<file path="config.mk">
export PLATFORM = sky130hd
export DESIGN_NAME = mem_loader
export DESIGN_NICKNAME = d
export VERILOG_FILES = /design/src/rtl/mem_loader_pkg.sv /design/src/rtl/mem_loader.sv
export SDC_FILE = /design/constraint.sdc
export NUM_CORES = 1
export LEC_CHECK = 0
export BUFFER_PORTS_ARGS = -buffer_cell sky130_fd_sc_hd__buf_2
export CORE_UTILIZATION = 52
export CTS_BUF_LIST = sky130_fd_sc_hd__clkbuf_4 sky130_fd_sc_hd__clkbuf_8
export DETAILED_ROUTE_END_ITERATION = 6
export GPL_ROUTABILITY_DRIVEN = 0
export GPL_TIMING_DRIVEN = 0
export PLACE_DENSITY = 0.75
export SLEW_MARGIN = 20
export SYNTH_ARGS = -nofsm -noshare
export SYNTH_HDL_FRONTEND = slang
export SYNTH_SLANG_ARGS = --single-unit
export TNS_END_PERCENT = 20
</file>
<file path="constraint.sdc">
create_clock -name clock -period 5.9 [get_ports clock]
set_clock_uncertainty 0.15 [all_clocks]
set_input_delay 1.18 -clock clock [delete_from_list [all_inputs] [get_ports clock]]
set_output_delay 1.18 -clock clock [all_outputs]
set_load 0.1 [all_outputs]
</file>
<file path="src/rtl/mem_loader_pkg.sv">
// Shared types for mem_loader: memory-port command enums, loader FSM states and frame command bytes.
// RD/SEND states exist only when MEM_LOADER_READBACK_EN is defined.
package mem_loader_pkg;

   typedef enum logic [1:0] {
      MEM_NOP,
      MEM_READ,
      MEM_WRITE
   } memory_op_e;

   typedef enum logic [1:0] {
      ADDR_NOP,
      ADDR_LOAD,
      ADDR_INC
   } address_reg_op_e;

   typedef enum logic [3:0] {
      IDLE,
      GET_ALO,
      GET_AHI,
      GET_LEN,
      SET_ALO,
      SET_AHI,
      GET_DATA,
      WR,
`ifdef MEM_LOADER_READBACK_EN
      RD,
      SEND,
`endif
      INC
   } loader_state_e;

   localparam logic [7:0] LOADER_CMD_WRITE = 8'h01;
   localparam logic [7:0] LOADER_CMD_READ  = 8'h02;
   localparam logic [7:0] LOADER_CMD_RUN   = 8'h03;

   // States in which the loader takes a byte from the host.
   function automatic logic accepts_host(input loader_state_e s);
      return s inside {IDLE, GET_ALO, GET_AHI, GET_LEN, GET_DATA};
   endfunction

endpackage

</file>
<file path="src/rtl/mem_loader.sv">
// mem_loader: turns framed host bytes into memory-port commands while holding the CPU halted.
// Readback (READ command, RD/SEND states, resp_* stream) is compiled in with MEM_LOADER_READBACK_EN.
//
// state    | meaning
// IDLE     | wait for command byte; RUN releases the CPU
// GET_ALO  | take address low byte
// GET_AHI  | take address high byte
// GET_LEN  | take length (0 = 256)
// SET_ALO  | load low address byte into the memory address register
// SET_AHI  | load high address byte into the memory address register
// GET_DATA | take one payload byte
// WR       | write payload byte to memory
// RD       | read memory byte from the shared bus
// SEND     | offer read byte to the host until taken
// INC      | advance address, count down remaining bytes
module mem_loader
   import mem_loader_pkg::*;
#(
   parameter int ADDR_W = 16
) (
   input  logic            clock,
   input  logic            reset,
   input  logic [7:0]      host_data,
   input  logic            host_valid,
   output logic            host_ready,
   output logic            cpu_halt,
   output memory_op_e      memory_op,
   output address_reg_op_e address_reg_op,
   output logic            data_word_selector,
   output logic            bus_selector,
   output logic [7:0]      bus_out,
   output logic            bus_oe,
   input  logic [7:0]      bus_in,
   output logic            busy,
   output logic            error
`ifdef MEM_LOADER_READBACK_EN
  ,output logic [7:0]      resp_data,
   output logic            resp_valid,
   input  logic            resp_ready
`endif
);

   loader_state_e     state, state_next;
   logic [ADDR_W-1:0] addr_q;
   logic [7:0]        len_q;
   logic [7:0]        data_q;
   logic              accept, cmd_write, cmd_read, cmd_run;

   assign accept    = host_valid && host_ready;
   assign cmd_write = (host_data == LOADER_CMD_WRITE);
   assign cmd_run   = (host_data == LOADER_CMD_RUN);
   assign busy      = (state != IDLE);

`ifdef MEM_LOADER_READBACK_EN
   logic       is_write;
   logic [7:0] rdata_q;

   assign cmd_read  = (host_data == LOADER_CMD_READ);
   assign resp_data = rdata_q;

   always_ff @(posedge clock or posedge reset) begin
      if (reset) begin
         is_write <= 1'b1;
         rdata_q  <= 8'h00;
      end else begin
         if (state == IDLE && accept) is_write <= cmd_write;
         if (state == RD) rdata_q <= bus_in;
      end
   end
`else
   // Bus readback is not built; keep the port without a dangling-input warning.
   logic unused_bus_in;
   assign cmd_read      = 1'b0;
   assign unused_bus_in = ^bus_in;
`endif

   always_comb begin
      state_next         = state;
      memory_op          = MEM_NOP;
      address_reg_op     = ADDR_NOP;
      data_word_selector = 1'b0;
      bus_selector       = 1'b0;
      bus_out            = 8'h00;
      bus_oe             = 1'b0;
`ifdef MEM_LOADER_READBACK_EN
      resp_valid         = 1'b0;
`endif
      case (state)
         IDLE:     if (accept && (cmd_write || cmd_read)) state_next = GET_ALO;
         GET_ALO:  if (accept) state_next = GET_AHI;
         GET_AHI:  if (accept) state_next = GET_LEN;
         GET_LEN:  if (accept) state_next = SET_ALO;
         SET_ALO: begin
            bus_out        = addr_q[7:0];
            bus_oe         = 1'b1;
            address_reg_op = ADDR_LOAD;
            state_next     = SET_AHI;
         end
         SET_AHI: begin
            bus_out            = addr_q[ADDR_W-1 -: 8];
            bus_oe             = 1'b1;
            address_reg_op     = ADDR_LOAD;
            data_word_selector = 1'b1;
`ifdef MEM_LOADER_READBACK_EN
            state_next         = is_write ? GET_DATA : RD;
`else
            state_next         = GET_DATA;
`endif
         end
         GET_DATA: if (accept) state_next = WR;
         WR: begin
            bus_out      = data_q;
            bus_oe       = 1'b1;
            bus_selector = 1'b1;
            memory_op    = MEM_WRITE;
            state_next   = INC;
         end
`ifdef MEM_LOADER_READBACK_EN
         RD: begin
            memory_op    = MEM_READ;
            bus_selector = 1'b1;
            state_next   = SEND;
         end
         SEND: begin
            resp_valid = 1'b1;
            if (resp_ready) state_next = INC;
         end
`endif
         INC: begin
            address_reg_op = ADDR_INC;
            // len_q == 1 means this INC brings the remaining count to zero.
            if (len_q == 8'd1) state_next = IDLE;
`ifdef MEM_LOADER_READBACK_EN
            else state_next = is_write ? GET_DATA : RD;
`else
            else state_next = GET_DATA;
`endif
         end
         default: state_next = IDLE;
      endcase
   end

   always_ff @(posedge clock or posedge reset) begin
      if (reset) begin
         state      <= IDLE;
         host_ready <= 1'b0;
         cpu_halt   <= 1'b1;
         error      <= 1'b0;
         addr_q     <= '0;
         len_q      <= 8'h00;
         data_q     <= 8'h00;
      end else begin
         state      <= state_next;
         host_ready <= accepts_host(state_next);
         if (state == IDLE && accept) begin
            if (cmd_write || cmd_read) begin
               cpu_halt <= 1'b1;
               error    <= 1'b0;
            end else if (cmd_run) begin
               cpu_halt <= 1'b0;
            end else begin
               error    <= 1'b1;
            end
         end
         if (accept) begin
            case (state)
               GET_ALO:  addr_q[7:0]          <= host_data;
               GET_AHI:  addr_q[ADDR_W-1 -: 8] <= host_data;
               GET_LEN:  len_q                <= host_data;
               GET_DATA: data_q               <= host_data;
               default:  ;
            endcase
         end
         if (state == INC) len_q <= len_q - 8'd1;
      end
   end

endmodule

</file>
==> out/qor.yml, run 1 <==
run_status: "completed"
max_cap_violations: 0
min_from: "cpu_halt"
power_mw: 1.51
grt_pass1_wl_mm: 7.25
drtAntennaViolNets: 0
coreArea_sq_um: 3720
hp-class: "reg2reg"
period_share_pct: 60.8
crit_path_start: "state[0]"
cts_tree: "yes"
pwr-share-seq_pct: 31.7
power.switching_uw: 701
hpwl_mm: 2.97
startpoint_type: "flop"
dieArea_sq_um: 4200
leakage_nw: 1.12
ys_seq_area_share_pct: 47.7
ys_top_cells_by_count: "38 x dfrtp_1, 29 x nor2_1, 24 x mux2_2"
synth_area_leaders: "dfrtp_1 46%, mux2_2 13%, nor2_1 5.3%"
grt_remaining_overflow: 0
worstPathArrival_ps: 2260
finalNetCount: 248
ctsHoldBuffers: 0
syn_inst: 191
swShare_pct: 46.3
die_w_microns: 64.8
path_max_fanout: 10
chipHeight_microns: 64.8
synth_fp_nets: 212
drc: 0
cp-end-kind: "primary output"
start_util_pct: 55.2
n_antenna_cell: 0
fin_setup_tns_ps: 0
via_per_inst: 5.60
path_class: "reg2out"
power_density_nw_per_um2: 627
grt_pass1_vias: 1563
h-tree-depth: 2
dp.cells: 268
rr_endpoint: "host_ready"
worstSetupEndpoint: "memory_op[1]"
clockPowerShare_pct: 17.7
postCtsSetupBuffers: 0
whs_ps: 347
pin_count: 38
grt_max_degree: 23
rows: 22
utilization_pct: 64.9
portBuffers: 28
hold_viol_final: 0
grt_usage_pct: 23.2
syn_avg_cell_area_sq_um: 10.7
p_comb_share_pct: 50.6
synth_cell_types: 46
clockBufferDepth: 2
synthFlopType: "dfrtp_1"
routedWlPerCell_microns: 15.2
num_vias: 1545
slew_headroom_pct: 48.1
reg2reg_depth: 4
dr.pass1.iters: 4
setup_viol: 0
worst_slew_pin_slew_ps: 776
yosysTopAreaCell: "dfrtp_1"
synth_edf_count: 0
fin_cells: 276
clk_latency_ps: 290
detail_route.wirelength_mm: 4.19
yosysTopAreaCellShare_pct: 46.4
path_clk_slew_ps: 70
layout-drive-gt1-share_pct: 33.8
synth_async_sr_flop_share_pct: 100
synth.yosys.warnings: 0
slew_viol_final: 0
cts_root_buffer: "clkbuf_8"
syn_area_sq_um: 2050
internal_power_uw: 812
max_clock_freq_ghz: 0.279
rsz0062_at_grt: "no"
drtIter0Drc: 58
cts_sinks: 39
area_growth_syn_to_layout_pct: 17.8
antenna_found_initial: 0
cts_buffers: 5
ctsResizeCount: 0
synth.most_common_cell: "dfrtp_1"
layout_min_cycle_time_ps: 3590
peakVddDrop_uv: 406
ys_seq_elements: 39
r2r_slack_ps: 3750
worstPathRequired_ps: 4570
rr_startpoint: "len_q[3]"
[through the flow]
step / setup WS, ps / area (sq um)
floorplan: 1690 / 2050
global placement: 2650 / 2250
detailed placement: 2650 / 2280
CTS: 2310 / 2410
global route: 2190 / 2410
finish: 2310 / 2410
[worst max-delay path: stages, from the launching register on]
cell and delay [ps]:
dfrtp_1 320, buf_2 180, buf_1 530, nand2_1 210, nor2_1 190, buf_4 130
buf_2 410
[placed cells by master, fill, tap and decap left out, types with 2 or more instances in the layout]
master      n
dfrtp_1    38
buf_6       2
nand2_1    11
nand2b_1    2
nor2_1     29
nor2b_1     3
a32o_1      2
inv_2       2
buf_4       2
a21oi_1    12
o31ai_1     2
o211ai_1    2
buf_2      30
mux2i_1     9
ha_1        2
a211o_1     2
inv_1       4
bufinv_16   2
nor3_1      3
o21ai_0     2
mux2_2     24
a211oi_1    2
nand3b_1    2
and2_1      3
a22oi_1     3
clkbuf_8    5
clkbuf_1    5
[routing by layer]
layer,wire length [microns],vias up,track usage [%],part of all wire (%)
li1,-,756,-,-
met1,1910,747,29.2,46
met2,2040,35,37.9,49
met3,179,7,5.99,4.3
met4,59,0,9.17,1.4
met5,0,-,0,0
[cell families after synthesis]
logic type	count (synthesis)	synth area share, %
and+or+nand+nor	64	16.7
DFF	39	47.7
AOI/OAI and AO/OA	34	12.1
muxes	33	17.6
buffers and inverters	18	4.52
adders and majority gates	2	1.22
other	1	0.183
[power by group through the flow]
stage                     Sequential (mW)  Clock, mW  Combinational [mW]
final                               0.479      0.268               0.766
after global placement              0.478          0               0.756
after CTS                           0.479      0.271               0.770
after floorplan                     0.508          0               0.606
after detailed placement            0.484          0               0.768
after global routing                0.496      0.284               0.827
[cell type report]
cell class / count / area, sq um
Buffer: 12 / 70.1
Clock buffer: 6 / 76.3
Clock inverter: 2 / 60.1
Fill cell: 324 / 1300
Inverter: 6 / 22.5
Multi-Input combinational cell: 134 / 980
Sequential cell: 39 / 977
Tap cell: 48 / 60.1
Timing Repair Buffer: 29 / 168
[flip-flops by register name, indices dropped and copies added (netlist names)]
signal	flops
state	4
data_q	8
addr_q	16
cpu_halt	1
error	1
len_q	8
host_ready	1
[worst min path at each step]
stage,end,cells past startpoint
6_report,cpu_halt,2
3_3_place_gp,error,1
3_5_place_dp,error,1
5_1_grt,error,1
2_1_floorplan,addr_q[0],1
4_1_cts,error,1
(Power assumes the default switching activity.)
==> run 2, diff against run 1 <==
==> constraint.sdc (replaced) <==
create_clock -name clock -period 3.7 [get_ports clock]
set_clock_uncertainty 0.15 [all_clocks]
set_input_delay 0.74 -clock clock [delete_from_list [all_inputs] [get_ports clock]]
set_output_delay 0.74 -clock clock [all_outputs]
set_load 0.1 [all_outputs]
==> run 2 against run 1 <==
  * Setup slack got worse by 1800 ps
  * Critical path type unchanged
  * Highest routed layer unchanged
  * Critical endpoint unchanged
  * First-iteration DRC count increased by 71%
  * Critical path depth unchanged
  * Core utilization down 0.13 points
  * Total power is 60% higher
  * Count of clock-buffer cells in the layout did not move
==> out/qor.yml, run 2 (synthesis gave the netlist of run 1 again) <==
highest_layer: "met4"
clk_latency_ps: 280  # about the same
cts_root_buffer: "clkbuf_8"
n_antenna_cell: 0  # unchanged
startpoint_type: "flop"
peakVddDrop_uv: 518  # +28%
coreArea_sq_um: 3720  # unchanged
h-tree-depth: 2  # unchanged
detail_route.wirelength_mm: 4.26  # +1.7%
wl_met1_mm: 1.97  # +3.1%
start_util_pct: 55.2  # unchanged
slew_headroom_pct: 46.5  # -1.6 points
clockBufferDepth: 2  # unchanged
dp.cells: 268  # unchanged
hold_viol_final: 0  # unchanged
power_density_nw_per_um2: 1000  # +60%
worstPathArrival_ps: 2270  # about the same
cts_buffers: 5  # unchanged
grt_usage_pct: 23.4  # +0.20 points
cts_tree: "yes"
final_common_cell: "dfrtp_1"
antenna_found_initial: 0  # unchanged
drtIter0Drc: 99  # +71%
final_cell_mix: "38 x dfrtp_1, 30 x buf_2, 28 x nor2_1"
run_status: "completed"
leakage_nw: 1.11  # -0.31%
postCtsSetupBuffers: 0  # unchanged
whs_ps: 210  # -137 ps
reg_top3: "addr_q (16), data_q (8), len_q (8)"
layout-drive-gt1-share_pct: 34.2  # +0.44 points
ctsHoldBuffers: 0  # unchanged
cp-end-kind: "primary output"
area_growth_syn_to_layout_pct: 17.5
period_share_pct: 85.5
path_max_fanout: 10  # unchanged
grt_max_degree: 32  # +39%
drtAntennaViolNets: 0  # unchanged
rows: 22  # unchanged
fin_setup_tns_ps: 0  # unchanged
setup_viol: 0  # unchanged
path_class: "reg2out"
grt_pass1_wl_mm: 7.35  # +1.3%
cts_sinks: 39  # unchanged
path_clk_slew_ps: 70  # about the same
ctsResizeCount: 0  # unchanged
hp-class: "in2async"
route.met3.wl_microns: 199  # +11%
worst_slew_pin_slew_ps: 800  # +24.0 ps
hpwl_mm: 2.99  # +0.78%
fin_cells: 276  # unchanged
num_vias: 1555  # +0.65%
portBuffers: 28  # unchanged
fin_area_sq_um: 2410  # -0.21%
nFillCells: 317  # -2.2%
routedWlPerCell_microns: 15.4  # +1.7%
drc: 0  # unchanged
finalNetCount: 248  # unchanged
die_w_microns: 64.8  # unchanged
max_clock_freq_ghz: 0.316
pin_count: 38  # unchanged
grt_pass1_vias: 1568  # +0.32%
place_area_sq_um: 2270  # -0.22%
max_cap_violations: 0  # unchanged
chipHeight_microns: 64.8  # unchanged
slew_viol_final: 0  # unchanged
worstPathRequired_ps: 2810  # -1760 ps
layout_min_cycle_time_ps: 3160
via_per_inst: 5.63  # +0.65%
rsz0062_at_grt: "no"
dieArea_sq_um: 4200  # unchanged
reg2reg_depth: 4  # unchanged
met2WireLength_mm: 2.04  # +0.15%
power_mw: 2.42  # +60%
max_flop_register: "addr_q"
grt_remaining_overflow: 0  # unchanged
dr.pass1.iters: 4  # unchanged
largest_register_ffs: 16  # unchanged
[run 2: worst paths after layout]
check | start | end | slack [ps]
max in group asynchronous | reset | cpu_halt | 2700
setup reg to reg | state[3] | data_q[4] | 1570
hold / removal | reset | len_q[0] | 210
hold reg to reg | error | error | 350
setup / recovery | state[0] | memory_op[1] | 540
min in group clock | error | error | 350
[run 2: routing by layer]
layer  GRT usage [%]  up-vias
li1                -      748
met1            31.7      762
met2            35.8       39
met3            5.28        6
met4            10.3        0
met5               0        -
[run 2: worst max-delay path, cell delays in order, from the launching register on]
cell and delay (ps):
dfrtp_1 320, buf_2 190, buf_1 570, nand2_1 210, nor2_1 170, buf_4 120
buf_2 410
[run 2: power by group]
part           switching, mW  internal, mW  total (mW)  leakage (nW)
logic                  0.839         0.391        1.23         0.576
clock network          0.145         0.277       0.421        0.0688
registers              0.138         0.629       0.766         0.467
total                   1.12          1.30        2.42          1.11
[run 2: cell type report]
cell class | instances | area [sq um] | area share, %
Tap cell | 48 | 60.1 | 2.49
Clock buffer | 6 | 76.3 | 3.17
Sequential cell | 39 | 977 | 40.6
Clock inverter | 2 | 60.1 | 2.49
Buffer | 12 | 70.1 | 2.91
Multi-Input combinational cell | 134 | 982 | 40.8
Timing Repair Buffer | 29 | 160 | 6.65
Inverter | 6 | 22.5 | 0.935
[run 2: metrics by stage]
stage / utilization (%) / worst slack, ps
after floorplan: - / 3.86
after global placement: 60.6 / 874
after detailed placement: 61.1 / 862
after CTS: 64.8 / 534
after global routing: 64.8 / 423
final: 64.8 / 538
